## config.mk

```make
export PLATFORM = sky130hd
export DESIGN_NAME = fetch_controller
export DESIGN_NICKNAME = d
export VERILOG_FILES = /design/src/rtl/fetch_pkg.sv /design/src/rtl/fetch_controller.sv
export SDC_FILE = /design/constraint.sdc
export NUM_CORES = 1
export LEC_CHECK = 0
export BUFFER_PORTS_ARGS = -buffer_cell sky130_fd_sc_hd__buf_2
export CELL_PAD_IN_SITES_DETAIL_PLACEMENT = 1
export CELL_PAD_IN_SITES_GLOBAL_PLACEMENT = 2
export CORE_MARGIN = 8
export CORE_UTILIZATION = 31
export DETAILED_ROUTE_END_ITERATION = 10
export PLACE_DENSITY = 0.81
export SLEW_MARGIN = 20
export SYNTH_ARGS = -nofsm -noshare
export SYNTH_HDL_FRONTEND = slang
export SYNTH_SLANG_ARGS = --single-unit
```

## constraint.sdc

```tcl
create_clock -name clk -period 2.9 [get_ports clk]
set_input_delay 0 -clock clk [delete_from_list [all_inputs] [get_ports clk]]
set_output_delay 0 -clock clk [all_outputs]
set_load 0.05 [all_outputs]
```

## src/rtl/fetch_pkg.sv

```systemverilog
// Shared types and defaults for the instruction fetch controller.
package fetch_pkg;

    // Fetch sequencer states
    typedef enum logic [1:0] {
        IDLE   = 2'd0,
        RUN    = 2'd1,
        HALTED = 2'd2
    } fetch_state_t;

    localparam int              DEF_ADDR_W      = 8;
    localparam int              DEF_INSTR_W     = 8;
    localparam logic [7:0]      DEF_HALT_OPCODE = 8'hFF;
    localparam int              FETCH_CNT_W     = 16;

    // Increment that sticks at all-ones instead of wrapping
    function automatic logic [FETCH_CNT_W-1:0] sat_inc(input logic [FETCH_CNT_W-1:0] value);
        if (value == {FETCH_CNT_W{1'b1}}) begin
            return value;
        end
        return value + FETCH_CNT_W'(1);
    endfunction

endpackage

```

## src/rtl/fetch_controller.sv

```systemverilog
// Instruction fetch sequencer: owns the PC, addresses the instruction memory,
// and hands each fetched word plus its PC to decode over valid/ready.
// Supports branch redirects, halt-on-opcode, start/resume and single-step.
module fetch_controller
    import fetch_pkg::*;
#(
    parameter int                   ADDR_W      = DEF_ADDR_W,
    parameter int                   INSTR_W     = DEF_INSTR_W,
    parameter int                   MEM_DEPTH   = 32,
    parameter int                   RESET_PC    = 0,
    parameter logic [INSTR_W-1:0]   HALT_OPCODE = INSTR_W'(DEF_HALT_OPCODE)
) (
    input  logic                    clk,
    input  logic                    clear,
    input  logic                    start,
    input  logic                    step_mode,
    input  logic                    step,
    output logic [ADDR_W-1:0]       imem_address,
    input  logic [INSTR_W-1:0]      imem_instruction,
    output logic [INSTR_W-1:0]      instr_out,
    output logic [ADDR_W-1:0]       instr_pc,
    output logic                    instr_valid,
    input  logic                    instr_ready,
    input  logic                    redirect_valid,
    input  logic [ADDR_W-1:0]       redirect_target,
    output logic                    halted,
    output logic [FETCH_CNT_W-1:0]  fetch_count
);

    // MEM_DEPTH is a power of two, so the wrap is a simple mask.
    localparam logic [ADDR_W-1:0] PC_MASK  = ADDR_W'(MEM_DEPTH - 1);
    localparam logic [ADDR_W-1:0] PC_RESET = ADDR_W'(RESET_PC % MEM_DEPTH);

    fetch_state_t               state_reg;
    logic                       halted_reg;
    logic [ADDR_W-1:0]          pc_reg;
    logic [INSTR_W-1:0]         instr_reg;
    logic [ADDR_W-1:0]          instr_pc_reg;
    logic                       instr_valid_reg;
    logic                       step_pending_reg;
    logic [FETCH_CNT_W-1:0]     fetch_count_reg;

    logic                       transfer;
    logic                       slot_free;
    logic                       step_ok;
    logic                       fetch_en;
    logic                       fetch_is_halt;
    logic                       flush;
    logic [ADDR_W-1:0]          pc_inc;
    logic [ADDR_W-1:0]          redirect_pc;

    // Handshake, fetch qualification and next-PC candidates
    always_comb begin
        transfer      = instr_valid_reg & instr_ready;
        slot_free     = ~instr_valid_reg | instr_ready;
        // In single-step mode a fetch needs a remembered or same-cycle step
        step_ok       = ~step_mode | step_pending_reg | step;
        fetch_en      = (state_reg == RUN) & ~redirect_valid & slot_free & step_ok;
        fetch_is_halt = (imem_instruction == HALT_OPCODE);
        // A redirect in IDLE only moves the PC; elsewhere it also drops the slot
        flush         = redirect_valid & (state_reg != IDLE);
        pc_inc        = (pc_reg + ADDR_W'(1)) & PC_MASK;
        redirect_pc   = redirect_target & PC_MASK;
    end

    // Control FSM; halted is registered alongside the state it mirrors
    always_ff @(posedge clk) begin
        if (clear) begin
            state_reg  <= IDLE;
            halted_reg <= 1'b0;
        end else begin
            case (state_reg)
                IDLE: begin
                    if (start) begin
                        state_reg  <= RUN;
                        halted_reg <= 1'b0;
                    end
                end
                RUN: begin
                    // The halt word itself is still delivered by the slot logic
                    if (fetch_en && fetch_is_halt) begin
                        state_reg  <= HALTED;
                        halted_reg <= 1'b1;
                    end
                end
                HALTED: begin
                    // Resume at the current PC, which a same-cycle redirect may move
                    if (start) begin
                        state_reg  <= RUN;
                        halted_reg <= 1'b0;
                    end
                end
                default: begin
                    state_reg  <= IDLE;
                    halted_reg <= 1'b0;
                end
            endcase
        end
    end

    // Program counter: redirect wins over sequential advance
    always_ff @(posedge clk) begin
        if (clear) begin
            pc_reg <= PC_RESET;
        end else if (redirect_valid) begin
            pc_reg <= redirect_pc;
        end else if (fetch_en) begin
            pc_reg <= pc_inc;
        end
    end

    // Output slot: load on fetch, flush on redirect, empty when drained
    always_ff @(posedge clk) begin
        if (clear) begin
            instr_reg       <= '0;
            instr_pc_reg    <= '0;
            instr_valid_reg <= 1'b0;
        end else if (flush) begin
            instr_valid_reg <= 1'b0;
        end else if (fetch_en) begin
            instr_reg       <= imem_instruction;
            instr_pc_reg    <= pc_reg;
            instr_valid_reg <= 1'b1;
        end else if (slot_free) begin
            instr_valid_reg <= 1'b0;
        end
    end

    // Step request latch so a step during backpressure is not lost
    always_ff @(posedge clk) begin
        if (clear) begin
            step_pending_reg <= 1'b0;
        end else if (step_mode) begin
            if (fetch_en) begin
                step_pending_reg <= 1'b0;
            end else if (step) begin
                step_pending_reg <= 1'b1;
            end
        end
    end

    // Delivered-instruction counter, saturating; counts even during a redirect
    always_ff @(posedge clk) begin
        if (clear) begin
            fetch_count_reg <= '0;
        end else if (transfer) begin
            fetch_count_reg <= sat_inc(fetch_count_reg);
        end
    end

    assign imem_address = pc_reg;
    assign instr_out    = instr_reg;
    assign instr_pc     = instr_pc_reg;
    assign instr_valid  = instr_valid_reg;
    assign halted       = halted_reg;
    assign fetch_count  = fetch_count_reg;

endmodule

```

### Word level (Yosys, flattened, before mapping)

Index checks and enable logic that the tools add are counted.

* $add $sub $neg: 2
* equal/unequal tests: 7
* muxes and demuxes: 16
* bitwise gates (word level): 12
* reduce and logical (&&, ||, !) cells: 12

Operators with widths (number)
* $add 16x1->16 const B: 1
* $eq 16x16->1 const B: 1
* $mux 16: 1
* $mux 5: 2
* $mux 1: 9
* $eq 8x8->1 const B: 1
* $reduce_and 2->1: 4
* $reduce_bool 2->1: 4
* $add 5x1->5 const B: 1
* $and 1x1->1: 5
* $mux 2: 2
* $ne 2x1->1 const B: 2
* $not 1->1: 4
* $pmux 2 s2: 1
* $reduce_or 2->1: 2
* $or 1x1->1: 3
* $eq 2x1->1 const B: 1
* $eq 2x2->1 const B: 1
* $logic_not 2->1: 1
* $ne 2x2->1 const B: 1
* $pmux 1 s2: 1
* $logic_and 1x1->1: 1

* register bits: 39
* input bits: 23
* logic and storage cells: 57

### Depth between registers and ports, before layout

* word-level depth: 7
* gate-level depth with buffers: 6
* mapped depth without buffers: 5

### Worst setup path after synthesis

Ideal clock, no wire load.

* kind: register to register
* from: register fetch_count_reg[0] (netlist: fetch_count[0])
* to: register fetch_count_reg[1] (netlist: fetch_count[1])
* setup time: 128 ps
* arrival time: 2046 ps
* required time: 2772 ps
* setup slack: 726 ps
* stages on the path, launching flop included: 7
* buffers on the path: 1
* path through: dfxtp_1 > ha_1 > nand4_4 > o41ai_4 > buf_6 > mux2i_1 > nor2_1

* longest elaborated chain between the ends: 6
* elaborated cells on any way between the ends: 8

RTL lines
* start, declared: RTL line fetch_controller.sv:41 `logic [FETCH_CNT_W-1:0] fetch_count_reg;`
* start signal, assigned: RTL line fetch_controller.sv:147 `fetch_count_reg <= sat_inc(fetch_count_reg);`
* $eq 16x16->1: RTL line fetch_pkg.sv:18 `if (value == {FETCH_CNT_W{1'b1}}) begin`
* $mux 1: RTL line fetch_pkg.sv:18
* $mux 1: RTL line fetch_controller.sv:146 `end else if (transfer) begin`
* $mux 1: RTL line fetch_controller.sv:144 `if (clear) begin`
* $ne 2x2->1 (no source line)
* $reduce_and 2->1 (no source line)

Parallel ways exist; a longest one is shown, timed or not. The select of a mux whose other input is x is not followed.
A chain may end at the register's enable or synchronous reset.

### Worst setup path in the final report

Same ends and word-level chain as after synthesis.

==> impl_metrics.py <==
metrics = {
    "yosys": {
        "ys_seq_elements": 39,
        "synth_most_common_cell": "dfxtp_1",
        "synth_top_cell_area_share_pct": 40.6,
        "synth_ff_type": "dfxtp_1",
        "syn_area_per_cell_sq_um": 9.42,
        "yosysSeqAreaShare_pct": 40.6,
        "synthesis.area_sq_um": 1920,
        "async_flop_share_pct": 0,
        "netlist_instances": 204,
        "synth_top_area_cell": "dfxtp_1",
        "yosysWarnings": 0,
        "synth_edf_count": 0,
        "synth.distinct_cells": 45,
        "synthTopCellsByCount": "39 x dfxtp_1, 25 x nor2_1, 16 x a21oi_1",
        "synth_area_leaders": "dfxtp_1 41%, mux2i_1 7.3%, nor2_1 4.9%, a21oi_1 4.2%, buf_4 2.3%",
    },
    "floorplanning": {
        "fp.dieArea_sq_um": 8970,
        "io_pins": 65,
        "die_h_microns": 94.7,
        "start_util_pct": 32.3,
        "die_w_microns": 94.7,
        "rows": 28,
        "core_sq_um": 5960,
    },
    "cts": {
        "cts_tree": "built",
        "cts_resized": 0,
        "cts_buffers": 5,
        "cts-root-buf": "clkbuf_8",
        "cts_max_path_buffers": 2,
        "path_clk_slew_ns": 0.09,
        "htreeDepth": 2,
        "clk-insertion-delay-late_ns": 0.30,
        "cts.sinks": 39,
    },
    "worst_setup_path": {
        "start_kind": "flip-flop",
        "crit_required_ns": 3.06,
        "setup.worst_path.end_class": "flip-flop",
        "worstPathArrival_ns": 2.33,
        "regToRegStartpoint": "fetch_count[0]",
        "crit_fanout": 16,
        "critical_path_class": "flip-flop to flip-flop",
        "setup.worst_path.start": "fetch_count[0]",
    },
    "drt": {
        "drt_first_pass_iters": 2,
        "first_iter_violations": 53,
        "drt_wl_total_mm": 5.09,
        "drc_errors": 0,
        "drtAntennaViolNets": 0,
        "vias": 1743,
        "wl_per_cell_microns": 14.6,
        "via_per_inst": 5.01,
    },
    "timing": {
        "whs_ns": 0.0235,
        "skew_ns": 0.00549,
        "clock.fmax_mhz": 462,
        "setup_viol": 0,
        "rsz0062_at_grt": "no",
        "tightest_slew_ns": 0.839,
        "fin_ws_ns": 0.734,
        "slew_violations": 0,
        "tns_ns": 0,
        "fin_crit_sh_pct": 74.7,
        "slew_headroom_pct": 43.9,
        "hold_viol": 0,
        "period_minus_slack_ns": 2.17,
    },
    "global_route": {
        "overflow": 0,
        "grt_use_total_pct": 11.5,
        "antenna_found_initial": 0,
        "grt_start_max_net_pins": 41,
        "first_global_vias": 1799,
        "grt_pass1_wl_mm": 8.22,
    },
    "placed_design": {
        "io_buffers": 55,
        "gp_congestion": 0.678,
        "post-place-ws_ns": 0.734,
        "dpl.hpwl_mm": 3.55,
    },
    "hold_path": {
        "hold_start": "step",
        "hold_path_class": "primary input to flip-flop",
    },
    "power_and_ir_drop": {
        "power.density_nw_per_um2": 517,
        "irDropWorstVdd_mv": 0.227,
        "p_leak_nw": 1.03,
        "power_w": 0.00129,
    },
    "cells_and_area": {
        "layout-drive-gt1-share_pct": 26.7,
        "antenna_cells": 0,
        "area_delta_synth_final_pct": 29.5,
        "layout.nets": 297,
        "largest_reg_flops": 16,
    },
    "flow_run": {
        "drv_cap": 0,
    },
    "status": {
        "run_status": "complete, no violations",
    },
}
[layer usage]
metal | routed length, microns | track usage (%) | vias to the layer above
met5 | 0 | 0 | -
met1 | 2270 | 12.6 | 812
met4 | 82 | 5.07 | 0
met2 | 2300 | 18.9 | 44
li1 | - | - | 879
met3 | 429 | 4.92 | 8
[critical path, cell delays in order (launching register included)]
cell,delay (ns)
dfxtp_1,0.38
ha_1,0.27
nand4_4,0.20
o41ai_4,0.86
mux2i_1,0.27
nor2_1,0.05
[layout by cell type, fill, tap and decap left out, types with 3 or more instances in the layout]
master | netlist | layout
dlygate4sd3_1 | 0 | 14
conb_1 | 1 | 6
clkbuf_8 | 0 | 5
and3_1 | 3 | 3
nor2_1 | 25 | 25
nor4_1 | 4 | 4
o21ai_1 | 6 | 6
nand3_1 | 6 | 6
o31ai_1 | 6 | 6
dfxtp_1 | 39 | 39
nand4_1 | 4 | 4
xnor2_1 | 4 | 4
inv_1 | 5 | 5
a211oi_1 | 5 | 5
buf_2 | 0 | 55
nand2_1 | 6 | 6
or3_1 | 6 | 6
mux2i_1 | 14 | 14
nor3_1 | 3 | 3
a21oi_1 | 16 | 16
or4_1 | 6 | 6
[timing repair]
item / in CTS / in global routing
endpoints found under the hold margin: 14 / 0
hold buffers: 14 / 0
buffers inserted: 0 / 0
[power by group]
group / internal [W] / switching (W) / total (W)
logic: 0.0000565 / 0.000113 / 0.000170
registers: 0.000550 / 0.0000137 / 0.000563
clock network: 0.000343 / 0.000209 / 0.000553
total: 0.000949 / 0.000336 / 0.00129
[area by class of cell]
cell class / count / area [sq um]
multi-input combinational: 150 / 1030
clock inverter: 3 / 67.6
timing repair buffer: 70 / 423
tap: 75 / 93.8
fill: 741 / 3470
clock buffer: 5 / 68.8
sequential: 39 / 781
inverter: 6 / 22.5
[worst paths after layout]
check	end	cells after the start	slack, ns
worst min register to register	instr_pc[2]	2	0.50
worst max-delay path	fetch_count[1]	5	0.73
worst max register to register	fetch_count[1]	5	0.73
worst min-delay path	step_pending_reg	3	0.02
[cells by family after synthesis]
logic type	share of synthesized area [%]
simple gates	25.7
compound gates	15.4
flops	40.6
buf+inv	6.64
mux	7.88
xor+xnor	2.28
fa+ha+maj	1.30
other cells	0.195
[stage by stage]
stage	utilization [%]	instance area [sq um]	cells
6_report	41.8	2490	348
5_1_grt	41.8	2490	348
4_1_cts	41.8	2490	348
3_5_place_dp	37.1	2210	326
3_3_place_gp	37.1	2210	326
2_1_floorplan	-	1940	209
Note: power is estimated with default switching activity, not from simulation.
